--- src/rtl/pio_pulse_pkg.sv ---
// pio_pulse_pkg
//   Shared constants and types for the PIO-driven pulse/PWM generator.
//   PULSE_WIDTH : default width of one period/decode word (PIO export width)
//   MIN_PERIOD  : smallest legal period in cycles; anything below parks a channel
//   pulse_state_t : per-channel FSM encoding
package pio_pulse_pkg;

  localparam int PULSE_WIDTH = 28;
  localparam int MIN_PERIOD  = 2;

  typedef enum logic {
    ST_IDLE = 1'b0,
    ST_RUN  = 1'b1
  } pulse_state_t;

endpackage : pio_pulse_pkg

--- src/rtl/pio_pulse_channel.sv ---
// pio_pulse_channel
//   One independent pulse/PWM channel. Counts a programmable period and holds
//   pulse_out high for the first `decode` cycles of every period. Period and
//   decode are shadowed and only reloaded at a period boundary, so software
//   writes mid-period never produce runt pulses.
//
// Ports
//   clk        : system clock
//   rst        : synchronous, active-high reset
//   enable     : run enable, sampled directly (same clock domain as the PIO)
//   period_in  : requested period in cycles (>= MIN_PERIOD to run)
//   decode_in  : requested high time in cycles
//   pulse_out  : registered pulse output
//   wrap       : one-cycle strobe in the first cycle of each new period
//   active     : channel is in RUN
//
// state   | meaning
// --------+-------------------------------------------------------------
// ST_IDLE | parked; outputs low, waiting for enable with a legal period
// ST_RUN  | counting cnt 0..sh_period-1, pulse high while cnt < sh_decode
module pio_pulse_channel
  import pio_pulse_pkg::*;
#(
  parameter int WIDTH = PULSE_WIDTH
) (
  input  logic             clk,
  input  logic             rst,
  input  logic             enable,
  input  logic [WIDTH-1:0] period_in,
  input  logic [WIDTH-1:0] decode_in,
  output logic             pulse_out,
  output logic             wrap,
  output logic             active
);

  localparam logic [WIDTH-1:0] MIN_P = WIDTH'(MIN_PERIOD);
  localparam logic [WIDTH-1:0] ONE   = WIDTH'(1);

  pulse_state_t     state_q, state_d;
  logic [WIDTH-1:0] cnt_q, cnt_d;
  logic [WIDTH-1:0] sh_period_q, sh_period_d;
  logic [WIDTH-1:0] sh_decode_q, sh_decode_d;
  logic             pulse_q, pulse_d;
  logic             wrap_q, wrap_d;

  logic [WIDTH-1:0] last_cnt;
  logic             at_last;
  logic             period_ok;

  // Guard the decrement: the shadow can legitimately hold 0/1 while idle
  // (after reset, or after a boundary that loaded an illegal period).
  assign last_cnt  = (sh_period_q >= MIN_P) ? (sh_period_q - ONE) : '0;
  assign at_last   = (cnt_q == last_cnt);
  assign period_ok = (period_in >= MIN_P);

  always_comb begin
    state_d     = state_q;
    cnt_d       = cnt_q;
    sh_period_d = sh_period_q;
    sh_decode_d = sh_decode_q;
    pulse_d     = 1'b0;
    wrap_d      = 1'b0;

    case (state_q)
      ST_IDLE: begin
        if (enable && period_ok) begin
          state_d     = ST_RUN;
          sh_period_d = period_in;
          sh_decode_d = decode_in;
          cnt_d       = '0;
          pulse_d     = (decode_in != '0);
        end
      end

      ST_RUN: begin
        // Enable loss wins over the boundary: no wrap strobe on that edge.
        if (!enable) begin
          state_d = ST_IDLE;
          cnt_d   = '0;
        end else if (at_last) begin
          cnt_d       = '0;
          wrap_d      = 1'b1;
          sh_period_d = period_in;
          sh_decode_d = decode_in;
          if (!period_ok) begin
            state_d = ST_IDLE;
          end else begin
            pulse_d = (decode_in != '0);
          end
        end else begin
          cnt_d   = cnt_q + ONE;
          pulse_d = (cnt_d < sh_decode_q);
        end
      end

      default: begin
        state_d = ST_IDLE;
        cnt_d   = '0;
      end
    endcase
  end

  always_ff @(posedge clk) begin
    if (rst) begin
      state_q     <= ST_IDLE;
      cnt_q       <= '0;
      sh_period_q <= '0;
      sh_decode_q <= '0;
      pulse_q     <= 1'b0;
      wrap_q      <= 1'b0;
    end else begin
      state_q     <= state_d;
      cnt_q       <= cnt_d;
      sh_period_q <= sh_period_d;
      sh_decode_q <= sh_decode_d;
      pulse_q     <= pulse_d;
      wrap_q      <= wrap_d;
    end
  end

  assign pulse_out = pulse_q;
  assign wrap      = wrap_q;
  assign active    = (state_q == ST_RUN);

endmodule : pio_pulse_channel

--- src/rtl/pio_pulse_gen.sv ---
// pio_pulse_gen
//   Multi-channel pulse/PWM generator fed by Nios II PIO period/decode words.
//   Splits the packed PIO buses and instantiates one pio_pulse_channel per
//   channel; channels share nothing but clock and reset.
//
// Ports
//   clk_clk     : system clock
//   reset_reset : synchronous, active-high reset
//   period_in   : CHANNELS packed periods, channel n at [n*WIDTH +: WIDTH]
//   decode_in   : CHANNELS packed high times, same packing
//   enable      : per-channel run enable
//   pulse_out   : per-channel registered pulse output
//   wrap        : per-channel period-boundary strobe
//   active      : per-channel RUN indication
module pio_pulse_gen
  import pio_pulse_pkg::*;
#(
  parameter int CHANNELS = 4,
  parameter int WIDTH    = PULSE_WIDTH
) (
  input  logic                      clk_clk,
  input  logic                      reset_reset,
  input  logic [CHANNELS*WIDTH-1:0] period_in,
  input  logic [CHANNELS*WIDTH-1:0] decode_in,
  input  logic [CHANNELS-1:0]       enable,
  output logic [CHANNELS-1:0]       pulse_out,
  output logic [CHANNELS-1:0]       wrap,
  output logic [CHANNELS-1:0]       active
);

  for (genvar n = 0; n < CHANNELS; n++) begin : g_ch
    pio_pulse_channel #(
      .WIDTH (WIDTH)
    ) u_ch (
      .clk       (clk_clk),
      .rst       (reset_reset),
      .enable    (enable[n]),
      .period_in (period_in[n*WIDTH +: WIDTH]),
      .decode_in (decode_in[n*WIDTH +: WIDTH]),
      .pulse_out (pulse_out[n]),
      .wrap      (wrap[n]),
      .active    (active[n])
    );
  end

endmodule : pio_pulse_gen

--- config.mk ---
export PLATFORM = sky130hd
export DESIGN_NAME = pio_pulse_gen
export DESIGN_NICKNAME = d
export VERILOG_FILES = /design/src/rtl/pio_pulse_pkg.sv /design/src/rtl/pio_pulse_channel.sv /design/src/rtl/pio_pulse_gen.sv
export SDC_FILE = /design/constraint.sdc
export NUM_CORES = 1
export LEC_CHECK = 0
export ABC_AREA = 1
export CORE_AREA = 2 2 183 275
export CTS_CLUSTER_DIAMETER = 60
export DETAILED_ROUTE_END_ITERATION = 12
export DIE_AREA = 0 0 185 277
export PLACE_DENSITY_LB_ADDON = 0.08
export SYNTH_ARGS = -nofsm -noshare
export SYNTH_HDL_FRONTEND = slang
export SYNTH_SLANG_ARGS = --single-unit
export TNS_END_PERCENT = 30
--- constraint.sdc ---
create_clock -name clk_clk -period 7.4 [get_ports clk_clk]
set_input_delay 1.85 -clock clk_clk [delete_from_list [all_inputs] [get_ports clk_clk]]
set_output_delay 1.85 -clock clk_clk [all_outputs]
set_load 0.01 [all_outputs]
# Word level (Yosys, flattened, before mapping)
# Cells that the tools add are included.
[word_totals]
register_bits = 348
latch_bits = 0
output_inout_bits = 12
word_cells = 180
mem_bits_ro = 0
mem_bits_rw = 0
mem_count = 0
[op_classes]
bitwise_logic = 8
shift = 0
multipliers = 0
addsub = 8
n_reduce_logical = 16
div = 0
magnitude_cmp = 12
mux = 96
n_eq_ne = 16
[op_table]
columns = ["cell", "n"]
rows = [
  ["28-bit two-way mux", 40],
  ["28-bit one-hot mux with 2 select lines", 12],
  ["28-bit by 2-bit greater-or-equal comparator with 1-bit output, second input constant", 8],
  ["28-bit by 1-bit adder with 28-bit output, second input constant", 4],
  ["28-bit == test", 4],
  ["28-bit less-than comparator", 4],
  ["28-bit nonzero test", 4],
  ["28-bit by 1-bit subtractor with 28-bit output, second input constant", 4],
  ["1-bit two-way mux", 36],
  ["2-bit inequality test, second input constant", 8],
  ["1-bit one-hot mux with 2 select lines", 8],
  ["3-bit AND reduction", 4],
  ["3-bit OR reduction", 4],
  ["2-bit by 1-bit inequality test with 1-bit output, second input constant", 4],
  ["1-bit NOT", 8],
  ["1-bit logical AND", 4],
]

# Depth between registers and ports, before layout
# Gate-level depths: netlist of run 1.
[depth]
word_depth = 6
depth_mapped = 23
depth_no_buf = 23

# Modules after synthesis
# A second synthesis of run 1 with hierarchy kept.
[hier_totals]
cells_unflattened = 4080
area_unflattened_um2 = 24830.1
[modules_own_cells]
columns = ["module", "instances", "cells_per_inst", "seq_area_each_um2", "area_per_inst_um2"]
rows = [
  ["pio_pulse_channel at g_ch[0].u_ch ...", 2, 1013, 1741.7, 6187.2],
  ["pio_pulse_channel at g_ch[3].u_ch", 1, 1034, 1741.7, 6243.5],
  ["pio_pulse_channel at g_ch[1].u_ch", 1, 1020, 1741.7, 6212.2],
]

# Worst setup path after synthesis of run 1
# No wires, ideal clock.
[synth_path]
kind = "in2reg"
start = "input period_in[105]"
end = "register g_ch[3].u_ch.sh_decode_q[20]"
setup_time_ns = 0.111
path_slack_ns = 3.835
path_buffers = 2
cell_stages = 11
arrival_time_ns = 3.454
cell_sequence = "nor4_1 nand3_1 or2_2 nand2_1 nor2_1 inv_1 clkbuf_1 buf_1 nand3_1 nand2_1 nor2_1"
[synth_via]
elab_chain_len = 4
[synth_lines]
columns = ["item", "line", "source"]
rows = [
  ["start, declared", "pio_pulse_gen.sv:23", "input logic [CHANNELS*WIDTH-1:0] period_in,"],
  ["28-bit by 2-bit greater-or-equal comparator with 1-bit output", "pio_pulse_channel.sv:54", "assign period_ok = (period_in >= MIN_P);"],
  ["1-bit logical AND", "pio_pulse_channel.sv:66", "if (enable && period_ok) begin"],
  ["2-bit by 1-bit inequality test with 1-bit output (no line)", "--", ""],
  ["3-bit AND reduction (no line)", "--", ""],
  ["end signal, assigned", "pio_pulse_channel.sv:115", "sh_decode_q <= sh_decode_d;"],
  ["end, declared", "pio_pulse_channel.sv:42", "logic [WIDTH-1:0] sh_decode_q, sh_decode_d;"],
]
# No other way between the ends.
# A chain may end at the register's enable or synchronous reset.

# Worst setup path in the final report of run 1
[layout_path]
start = "input period_in[72]"
end = "register g_ch[2].u_ch.sh_decode_q[4]"
[layout_via]
elab_chain_len = 4
[layout_lines]
columns = ["item", "line"]
rows = [
  ["28-bit by 2-bit greater-or-equal comparator with 1-bit output", "pio_pulse_channel.sv:54"],
  ["1-bit logical AND", "pio_pulse_channel.sv:66"],
  ["2-bit by 1-bit inequality test with 1-bit output (no line)", "--"],
  ["3-bit AND reduction (no line)", "--"],
  ["end signal, assigned", "pio_pulse_channel.sv:115"],
  ["end, declared", "pio_pulse_channel.sv:42"],
]
# No other way between the ends.

==> PnR_summary.wiki, run 1 <==
{| class="wikitable"
! Metric !! Value
|-
| Pwr per Cell Area || 178 mW/mm²
|-
| Min Clock Period, post-route || 4570 ps
|-
| Worst path arrival time || 5030 ps
|-
| CTS tree || done
|-
| Depth of the CTS H-tree || 2
|-
| Height of the die || 277 µm
|-
| Pre-antenna DRT Iters || 5
|-
| DP Wirelength || 55500 µm
|-
| Most frequent cell on the critical path || nor2_1
|-
| Number of cells in the finished layout apart from fillers || 4919
|-
| Final non-filler cell area || 0.0288 mm²
|-
| Number of setup violations in the final report || 0
|-
| Number of sinks driven by the clock tree || 348
|-
| Core area || 0.0490 mm²
|-
| Worst setup path class || in -> reg
|-
| DIE WIDTH || 185 µm
|-
| Peak clock frequency supported by timing || 219 MHz
|-
| Endpoint type of the worst setup path || flip-flop
|-
| Commonest cells after routing, fill and taps aside || nand2_1, nor2_1, nand3_1
|-
| Hold-fix buffer count after cts || 0
|-
| Comb pwr share || 22.2%
|-
| Classification of the worst-slack hold path || reg -> reg
|-
| Post-Route WL || 74000 µm
|-
| Setup clock skew after layout || 14.9 ps
|-
| Final Hold Violating Endpoints || 0
|-
| Clock-pin slew reported for the worst setup and hold paths after clock tree synthesis || 60 ps
|-
| Area added between synthesis and finish || 14.4%
|-
| Cells resized by post-CTS repair || 0
|-
| List of cells traversed by the critical path || clkdlybuf4s50_1 -> nor2_1 -> nand4_1 -> nor4_1 -> nand2_1 -> nor2_1 -> nor2_1 -> inv_1 -> nor2_1 -> clkinv_2 -> buf_4 -> nand3_1 -> nand2_1 -> nor2_1
|-
| Deepest clock path buffer count || 3
|-
| Required time of the critical path || 7860 ps
|-
| Share of synthesized flip-flops with an asynchronous set or reset || 0%
|-
| Fin Setup TNS || 0 ps
|-
| Slowest cell on the critical path || clkinv_2
|-
| Global-route total usage across every layer || 28.7%
|-
| Critical Path Source Type || input pin
|-
| Switching share of total power || 31.7%
|-
| Number of max-slew violations in the final report || 0
|-
| Place WS || 2260 ps
|-
| Kind of cell adding the most delay to the critical path || buffers and inverters
|-
| Instance count after placement with tap cells included || 4846
|-
| Switch Pwr || 0.00162 W
|-
| Wire length of the first global-routing pass || 121000 µm
|-
| Fraction of layout instances using a drive strength above 1 || 2.96%
|-
| Result of the run || finished, final reports clean
|-
| Remaining Overflow, GRT || 0
|-
| Cell area reported after detailed placement || 0.0275 mm²
|-
| Lkg Pwr || 13.4 nW
|-
| Worst-Margin Slew || 1100 ps
|-
| Number of standard-cell rows in the floorplan || 100
|-
| Maximum vdd drop || 0.152 mV
|-
| Die area || 0.0512 mm²
|-
| Antenna violations before repair || 6
|-
| Average vias per placed instance || 5.26
|-
| Syn_nets || 4475
|-
| Maximum fanout along the worst path || 84
|-
| Post-synthesis sequential element count || 348
|-
| DRT antenna net count || 0
|-
| Setup bufs post-CTS || 0
|-
| Delay of the slowest cell on the worst path || 750 ps
|-
| Maximum number of pins on one net before global-route repair || 93
|-
| Remaining max-slew budget at the tightest pin || 26.4%
|-
| Top-level I/O count || 242
|-
| Weighted congestion at the end of routability-driven global placement || 0.961
|-
| Distinct cell type count after synthesis || 45
|-
| Average cell area after synthesis || 6.09 µm²
|-
| Clk root buf || clkbuf_16
|-
| Tot Pwr || 0.00511 W
|-
| Clk pwr share || 37.8%
|-
| Int Power || 0.00349 W
|-
| Max-capacitance violation count || 0
|-
| Vias in the first global route || 24.1k
|-
| Setup repair after global routing missed its margin || false
|-
| Portion of total power attributed to sequential cells || 40.0%
|-
| Effective utilization at floorplan || 51.2%
|-
| Clock buffer count from CTS || 39
|-
| Most frequent standard cell in the layout excluding fill and tap cells || nand2_1
|-
| Count of unresolved DRC violations after routing || 0
|-
| Latest clock arrival within the worst-skew pair || 570 ps
|-
| Total buffers and inverters traversed by the critical path || 4
|-
| Average routed wire per standard cell || 15.1 µm
|-
| Post-synthesis instance area || 0.0251 mm²
|-
| Count of input and output buffers || 241
|-
| Vias after detailed routing || 25.9k
|-
| Post-layout worst setup margin || 2830 ps
|-
| Ratio of final minimum period to clock period || 61.8%
|-
| Most instantiated flip-flop cell in the synthesis netlist || dfxtp_1
|-
| Sequential share of the synthesized area || 27.7%
|-
| Mapped Cells || 4125
|-
| EDFF count, synth || 0
|-
| Initial DRC count || 1380
|-
| Count of nets after finishing || 4574
|-
| Synth warn || 0
|}
-- sequential cells by signal, indices dropped and copies added (netlist names) --
signal / count
g_ch.u_ch.cnt_q: 112
g_ch.u_ch.sh_decode_q: 112
g_ch.u_ch.sh_period_q: 112
g_ch.u_ch.active: 4
g_ch.u_ch.pulse_out: 4
g_ch.u_ch.wrap: 4
-- synthesized netlist by cell type, types with 4 or more instances --
cell | n | area share (%)
o221ai_1 | 4 | 0.14
o21a_1 | 5 | 0.15
ha_1 | 120 | 6.0
nor2_1 | 608 | 9.1
xor2_1 | 143 | 5.0
inv_2 | 7 | 0.10
o21ai_0 | 28 | 0.56
nand2_1 | 1017 | 15
buf_2 | 36 | 0.72
nor2_2 | 19 | 0.47
dfxtp_1 | 348 | 28
o2111ai_1 | 4 | 0.14
a21oi_1 | 340 | 6.8
inv_1 | 468 | 7.0
o21ai_1 | 4 | 0.080
a211oi_1 | 6 | 0.18
nor4_1 | 54 | 1.3
buf_1 | 19 | 0.28
nand3_1 | 549 | 11
nand3b_1 | 16 | 0.48
clkbuf_1 | 108 | 1.6
nand2_2 | 5 | 0.12
nand4_1 | 103 | 2.6
buf_4 | 18 | 0.54
nor3_1 | 39 | 0.78
buf_6 | 20 | 0.90
-- logic make-up after synthesis --
kind of cell | share of synthesized area (%)
buf+inv | 11.2
fa+ha+maj | 5.97
simple gates | 41.6
flops | 27.7
xor+xnor | 5.05
compound gates | 8.50
-- layout make-up --
type	count	area (µm²)
fill	5131	20300
multi-input combinational	3100	15400
sequential	348	6970
timing repair buffer	259	2540
inverter	476	1800
clock buffer	55	1110
tap	663	830
clock inverter	15	115
antenna	3	7.51
-- worst register-to-register path, cell delays in order, from the launching register on --
cell	delay [ps]
dfxtp_1	420
ha_1	230
nand2_1	60
nor2_1	150
nand3_1	140
nor2_1	180
nand3_1	210
nor2_1	200
nand2_1	120
nor4_2	350
nand3_1	220
o21ai_0	210
nand2_1	130
ha_1	300
nand4_1	110
nor3_1	300
nand2_1	110
o2111ai_1	110
a31oi_1	90
nand3_1	110
nand3_1	140
nand2_1	90
inv_1	50
-- worst paths after layout --
| path | startpoint | end | slack, ps | depth (start not counted) |
|---|---|---|---|---|
| setup reg to reg | g_ch[2].u_ch.cnt_q[0]$_SDFFE_PP0P_ | g_ch[2].u_ch.pulse_out$_SDFF_PP0_ | 3270 | 22 |
| hold reg to reg | g_ch[2].u_ch.cnt_q[3]$_SDFFE_PP0P_ | g_ch[2].u_ch.cnt_q[3]$_SDFFE_PP0P_ | 490 | 2 |
| setup / recovery | period_in[72] | g_ch[2].u_ch.sh_decode_q[4]$_SDFFE_PP0P_ | 2830 | 14 |
| hold / removal | g_ch[2].u_ch.cnt_q[3]$_SDFFE_PP0P_ | g_ch[2].u_ch.cnt_q[3]$_SDFFE_PP0P_ | 490 | 2 |
-- layer usage --
metal	track usage (%)	share of wire, %
met5	0	0.055
met4	11.7	4.1
met3	3.70	3.9
met2	51.4	50
met1	34.1	42
-- power by group through the flow --
stage | clock network (W) | registers (W) | logic (W)
final | 0.00193 | 0.00204 | 0.00113
after floorplan | 0 | 0.00206 | 0.000775
after CTS | 0.00198 | 0.00204 | 0.00113
after global routing | 0.00205 | 0.00205 | 0.00129
after global placement | 0 | 0.00208 | 0.00112
after detailed placement | 0 | 0.00208 | 0.00113
-- through the flow --
stage	hold slack, ps	util [%]
after floorplan	458	-
after global placement	474	56.1
after detailed placement	478	56.1
after CTS	486	58.6
after global routing	521	58.6
final	486	58.6
Note: power is estimated with default switching activity, not from simulation.
==> inputs of run 2 (changes only) <==
clock period = 4.29 ns   (was 7.4 ns; I/O delays follow)
==> run 2 against run 1 <==
Flip-flop and latch count is the same. Non-clock buffer count grew 24. Register-to-register slack lost 2900 ps. Total power grew 78%. Clock power grew 87%. Utilization grew 0.93 points. Clock-buffer cell count grew 1. Combinational power grew 76%. Via count grew 0.39%. Critical path depth grew 8. Critical endpoint is now g_ch[2].u_ch.pulse_out$_SDFF_PP0_. Highest routed layer unchanged.
==> PnR_summary.wiki, run 2 (synthesis results as in run 1) <==
{| class="wikitable"
! Metric !! Value
|-
| Result of the run || finished, final reports clean
|-
| Number of standard-cell rows in the floorplan || 100
|-
| Maximum vdd drop || 0.250 mV
|-
| Top-level I/O count || 242
|-
| Worst min-delay path startpoint || g_ch[1].u_ch.cnt_q[26]$_SDFFE_PP0P_
|-
| Worst R2R Path Depth || 22
|-
| Most frequent cell on the critical path || nand2_1
|-
| Commonest cells after routing, fill and taps aside || nand2_1, nor2_1, nand3_1
|-
| Wire length of the first global-routing pass || 120000 µm
|-
| Worst-Margin Slew || 1070 ps
|-
| Area of the multi-input gates || 0.0154 mm²
|-
| Fraction of layout instances using a drive strength above 1 || 3.65%
|-
| Worst path arrival time || 4330 ps
|-
| Setup clock skew after layout || 21.8 ps
|-
| Clk root buf || clkbuf_16
|-
| Delay of the slowest cell on the worst path || 430 ps
|-
| Clk pwr share || 39.5%
|-
| Antenna violations before repair || 3
|-
| Remaining max-slew budget at the tightest pin || 28.4%
|-
| Classification of the worst-slack hold path || reg -> reg
|-
| Tot Pwr || 0.00911 W
|-
| Switching share of total power || 30.3%
|-
| Fin Setup TNS || 0 ps
|-
| Min Clock Period, post-route || 3890 ps
|-
| Number of sinks driven by the clock tree || 348
|-
| Hold-fix buffer count after cts || 0
|-
| DRT antenna net count || 0
|-
| Start of the worst register-to-register path || g_ch[2].u_ch.cnt_q[0]$_SDFFE_PP0P_
|-
| Portion of total power attributed to sequential cells || 38.7%
|-
| Effective utilization at floorplan || 51.2%
|-
| Cell area reported after detailed placement || 0.0278 mm²
|-
| Clock-pin slew reported for the worst setup and hold paths after clock tree synthesis || 60 ps
|-
| Max-capacitance violation count || 0
|-
| Clock buffer count from CTS || 38
|-
| DIE WIDTH || 185 µm
|-
| Endpoint type of the worst setup path || flip-flop
|-
| Comb pwr share || 21.8%
|-
| Remaining Overflow, GRT || 0
|-
| Latest clock arrival within the worst-skew pair || 550 ps
|-
| Initial DRC count || 1325
|-
| CTS tree || done
|-
| Number of max-slew violations in the final report || 0
|-
| Vias in the first global route || 24.3k
|-
| Number of setup violations in the final report || 0
|-
| Vias after detailed routing || 26.0k
|-
| Global-route total usage across every layer || 28.5%
|-
| Depth of the CTS H-tree || 2
|-
| Most frequent standard cell in the layout excluding fill and tap cells || nand2_1
|-
| Count of input and output buffers || 241
|-
| Height of the die || 277 µm
|-
| Average vias per placed instance || 5.26
|-
| Crit path launch || g_ch[2].u_ch.cnt_q[0]$_SDFFE_PP0P_
|-
| Weighted congestion at the end of routability-driven global placement || 0.959
|-
| Number of inserted filler cells in the final layout || 4986
|-
| Sequential cell area || 0.00697 mm²
|-
| Final non-filler cell area || 0.0292 mm²
|-
| Lkg Pwr || 13.7 nW
|-
| Switch Pwr || 0.00276 W
|-
| Required time of the critical path || 4730 ps
|-
| DP Wirelength || 56700 µm
|-
| Critical Path Source Type || flip-flop
|-
| Maximum number of pins on one net before global-route repair || 137
|-
| Deepest clock path buffer count || 3
|-
| Count of unresolved DRC violations after routing || 0
|-
| Int Power || 0.00635 W
|-
| Kind of cell adding the most delay to the critical path || simple AND/OR/NAND/NOR gates
|-
| Largest regs || g_ch.u_ch.cnt_q x112, g_ch.u_ch.sh_decode_q x112, g_ch.u_ch.sh_period_q x112
|-
| Pwr per Cell Area || 312 mW/mm²
|-
| Area added between synthesis and finish || 16.3%
|-
| Total buffers and inverters traversed by the critical path || 1
|-
| Slowest cell on the critical path || dfxtp_1
|-
| Core area || 0.0490 mm²
|-
| Peak clock frequency supported by timing || 257 MHz
|-
| Maximum fanout along the worst path || 5
|-
| Stages on worst setup path || 22
|-
| Final Hold Violating Endpoints || 0
|-
| Average routed wire per standard cell || 15.1 µm
|-
| Worst hold stages || 2
|-
| Pre-antenna DRT Iters || 5
|-
| Count of nets after finishing || 4597
|-
| Ratio of final minimum period to clock period || 90.6%
|-
| Worst-case register-to-register setup slack || 400 ps
|-
| Die area || 0.0512 mm²
|-
| List of cells traversed by the critical path || ha_1 -> nand2_1 -> nor2_1 -> nand3_1 -> nor2_1 -> nand3_2 -> nor2_1 -> nand2_1 -> nor4_4 -> nand3_1 -> o21ai_0 -> nand2_1 -> ha_1 -> nand4_1 -> nor3_2 -> nand2_1 -> o2111ai_1 -> a31oi_1 -> nand3_1 -> nand3_1 -> nand2_1 -> inv_1
|-
| Worst setup path class || reg -> reg
|-
| Post-Route WL || 74400 µm
|}
run 2: cell count changes in the layout (fill, tap and decap cells not counted), moves of 2 or more:
cell        change
buf_4          +14
buf_12         +10
clkbuf_8        +5
clkinv_2        -5
bufinv_16       +4
clkbuf_1        -4
nor3_1          -3
nor3_2          +3
clkinvlp_4      -2
diode_2         -2
run 2: final cells by class:
class / count / share of cell area [%]
Inverter: 476 / 6.15
Sequential cell: 348 / 23.8
Clock inverter: 11 / 0.629
Clock buffer: 56 / 3.98
Timing Repair Buffer: 283 / 9.76
Antenna cell: 1 / 0.00856
Multi-Input combinational cell: 3100 / 52.8
Tap cell: 663 / 2.84
run 2: tightest hold or removal path: cells and delay by family (launching register included):
kind             cells  cell delay [ps]
AO/OA/AOI/OAI        1               60
flip-flops           1              320
AND/OR/NAND/NOR      1               60
run 2: final timing paths:
kind,to
max,g_ch[2].u_ch.pulse_out$_SDFF_PP0_
min,g_ch[1].u_ch.cnt_q[26]$_SDFFE_PP0P_
max reg2reg,g_ch[2].u_ch.pulse_out$_SDFF_PP0_
min reg2reg,g_ch[1].u_ch.cnt_q[26]$_SDFFE_PP0P_
run 2: repair_timing:
action	4_1_cts	5_1_grt
gates resized for setup	0	6
endpoints found under the setup margin	0	3
setup buffers	0	0
run 2: power by group through the flow:
stage	Combinational [W]	Clock (W)	Sequential, W
CTS	0.00198	0.00366	0.00352
detailed placement	0.00197	0	0.00359
global placement	0.00196	0	0.00359
floorplan	0.00134	0	0.00356
finish	0.00199	0.00360	0.00353
global route	0.00225	0.00379	0.00354
run 2: through the flow:
step / utilization (%) / hold slack [ps] / worst slack [ps] / instances
after floorplan: - / 458 / 1150 / 4125
after CTS: 59.5 / 485 / 148 / 4937
final: 59.6 / 490 / 405 / 4938
after detailed placement: 56.8 / 475 / 181 / 4870
after global routing: 59.6 / 520 / -15.6 / 4938
after global placement: 56.8 / 475 / 198 / 4870
run 2: metal layers:
| metal | track usage [%] | vias up | wire length (µm) |
|---|---|---|---|
| li1 | - | 13564 | - |
| met1 | 33.3 | 11621 | 31000 |
| met2 | 51.6 | 613 | 36800 |
| met3 | 3.16 | 166 | 3100 |
| met4 | 12.6 | 4 | 3380 |
| met5 | 0 | - | 30 |
==> inputs of run 3 (changes only) <==
GPL_ROUTABILITY_DRIVEN = 0   (was unset)
==> run 3 against run 2 <==
Clock power down 4%. Hold slack better by 4.3 ps. Cell area unchanged. Fmax about the same. Die area unchanged. First-iteration DRC count down 6.4%. Clock skew down 8.5 ps. Register-to-register slack about the same. Utilization unchanged. Flip-flop and latch count unchanged. Via count up 0.54%. Sequential share of layout area unchanged.
==> PnR_summary.wiki, run 3 (synthesis results as in run 1) <==
{| class="wikitable"
! Metric !! Value
|-
| Initial DRC count || 1240
|-
| Remaining max-slew budget at the tightest pin || 29.4%
|-
| Top-level I/O count || 242
|-
| Classification of the worst-slack hold path || reg -> reg
|-
| Required time of the critical path || 4740 ps
|-
| Count of nets after finishing || 4604
|-
| Most frequent cell on the critical path || nand2_1
|-
| Number of inserted filler cells in the final layout || 5013
|-
| Latest clock arrival within the worst-skew pair || 570 ps
|-
| Height of the die || 277 µm
|-
| Lkg Pwr || 13.7 nW
|-
| Fraction of layout instances using a drive strength above 1 || 3.74%
|-
| Clk root buf || clkbuf_16
|-
| Post-Route WL || 73600 µm
|-
| Worst-Margin Slew || 1060 ps
|-
| Slowest cell on the critical path || dfxtp_1
|-
| Final non-filler cell area || 0.0292 mm²
|-
| Depth of the CTS H-tree || 2
|-
| Worst setup path class || reg -> reg
|-
| Pre-antenna DRT Iters || 6
|-
| Result of the run || finished, final reports clean
|-
| Clock-pin slew reported for the worst setup and hold paths after clock tree synthesis || 60 ps
|-
| Pwr per Cell Area || 307 mW/mm²
|-
| Core area || 0.0490 mm²
|-
| Endpoint type of the worst setup path || flip-flop
|-
| Antenna violations before repair || 5
|-
| List of cells traversed by the critical path || ha_1 -> nand3_1 -> nor2_1 -> nand4_1 -> nor3_1 -> nand3_1 -> nor2_1 -> nand2_1 -> nor3_1 -> xor2_1 -> inv_1 -> ha_1 -> nand4_1 -> nor3_1 -> nand2_1 -> o2111ai_1 -> a21oi_1 -> nand3_1 -> nand2_1 -> nand2_1 -> nand2_1
|-
| Wire length of the first global-routing pass || 119000 µm
|-
| Maximum fanout along the worst path || 5
|-
| Peak clock frequency supported by timing || 257 MHz
|-
| Vias in the first global route || 24.2k
|-
| Final Hold Violating Endpoints || 0
|-
| Ratio of final minimum period to clock period || 90.6%
|-
| Setup clock skew after layout || 13.3 ps
|-
| Fin Setup TNS || 0 ps
|-
| Max-capacitance violation count || 0
|-
| Vias after detailed routing || 26.1k
|-
| Die area || 0.0512 mm²
|-
| Number of sinks driven by the clock tree || 348
|-
| Delay of the slowest cell on the worst path || 420 ps
|-
| Effective utilization at floorplan || 51.2%
|-
| Count of unresolved DRC violations after routing || 0
|-
| Number of max-slew violations in the final report || 0
|-
| Clock buffer count from CTS || 39
|-
| Critical Path Source Type || flip-flop
|-
| Remaining Overflow, GRT || 0
|-
| DP Wirelength || 55800 µm
|-
| Instance count after placement with tap cells included || 4876
|-
| Area added between synthesis and finish || 16.3%
|-
| Core Util, Final || 59.6%
|-
| Area of the multi-input gates || 0.0154 mm²
|-
| Number of setup violations in the final report || 0
|-
| Number of cells in the finished layout apart from fillers || 4944
|-
| DIE WIDTH || 185 µm
|-
| Global-route total usage across every layer || 28.3%
|-
| Commonest cells after routing, fill and taps aside || nand2_1, nor2_1, nand3_1
|-
| DRT antenna net count || 0
|-
| Average routed wire per standard cell || 14.9 µm
|-
| Average vias per placed instance || 5.28
|-
| Most frequent standard cell in the layout excluding fill and tap cells || nand2_1
|-
| Largest regs || g_ch.u_ch.cnt_q x112, g_ch.u_ch.sh_decode_q x112, g_ch.u_ch.sh_period_q x112
|-
| Number of standard-cell rows in the floorplan || 100
|-
| Min Clock Period, post-route || 3890 ps
|-
| Maximum vdd drop || 0.289 mV
|-
| Tot Pwr || 0.00897 W
|-
| Maximum number of pins on one net before global-route repair || 124
|-
| CTS tree || done
|-
| Count of input and output buffers || 241
|-
| Setup bufs post-CTS || 0
|-
| Deepest clock path buffer count || 3
|-
| Cell area reported after detailed placement || 0.0279 mm²
|-
| Worst path arrival time || 4330 ps
|-
| Setup repair after global routing missed its margin || false
|-
| Sequential cell area || 0.00697 mm²
|}
run 3: cell types whose count changed in the layout (fill, tap and decap cells not counted), sizes merged:
cell      change
diode         +2
inv           -1
clkinvlp      +2
buf           +6
bufinv        -3
run 3: timing repair:
item,4_1_cts,5_1_grt
hold buffers,0,0
hold endpoints to repair,0,0
endpoints found under the setup margin,0,3
gates resized for setup,0,5
run 3: critical path: cells and delay by family, from the launching register on:
kind                       cells  cell delay [ps]
adders and majority gates      2              510
and+or+nand+nor               15             2390
DFF                            1              420
buffers and inverters          1               80
AOI/OAI and AO/OA              2              200
xor gates and xnor gates       1              160
run 3: layer usage:
metal / share of wire [%] / wire length (µm) / track usage [%]
met1: 41 / 29900 / 32.6
met2: 50 / 36600 / 50.9
met3: 4.9 / 3580 / 3.92
met4: 4.7 / 3480 / 13.2
met5: 0.037 / 27 / 0
run 3: area by class of cell:
class / instances / area share, %
inverter: 476 / 6.15
timing repair buffer: 289 / 9.99
tap: 663 / 2.84
multi-input combinational: 3100 / 52.8
antenna: 3 / 0.0257
clock buffer: 56 / 4.01
clock inverter: 9 / 0.355
sequential: 348 / 23.8
run 3: through the flow:
step / hold WS (ps) / worst slack [ps]
finish: 495 / 405
global route: 506 / 41.2
CTS: 489 / 236
detailed placement: 475 / 257
global placement: 475 / 283
floorplan: 458 / 1150
run 3: worst paths after layout:
kind,startpoint,endpoint,depth (start not counted),slack (ps)
setup / recovery,g_ch[0].u_ch.cnt_q[0]$_SDFFE_PP0P_,g_ch[0].u_ch.pulse_out$_SDFF_PP0_,21,400
hold / removal,g_ch[1].u_ch.cnt_q[26]$_SDFFE_PP0P_,g_ch[1].u_ch.cnt_q[26]$_SDFFE_PP0P_,2,490
setup reg to reg,g_ch[0].u_ch.cnt_q[0]$_SDFFE_PP0P_,g_ch[0].u_ch.pulse_out$_SDFF_PP0_,21,400
hold reg to reg,g_ch[1].u_ch.cnt_q[26]$_SDFFE_PP0P_,g_ch[1].u_ch.cnt_q[26]$_SDFFE_PP0P_,2,490
run 3: power breakdown:
part	switching (W)	internal, W
logic	0.00122	0.000774
clock network	0.00144	0.00201
registers	0.000118	0.00341
total	0.00278	0.00619
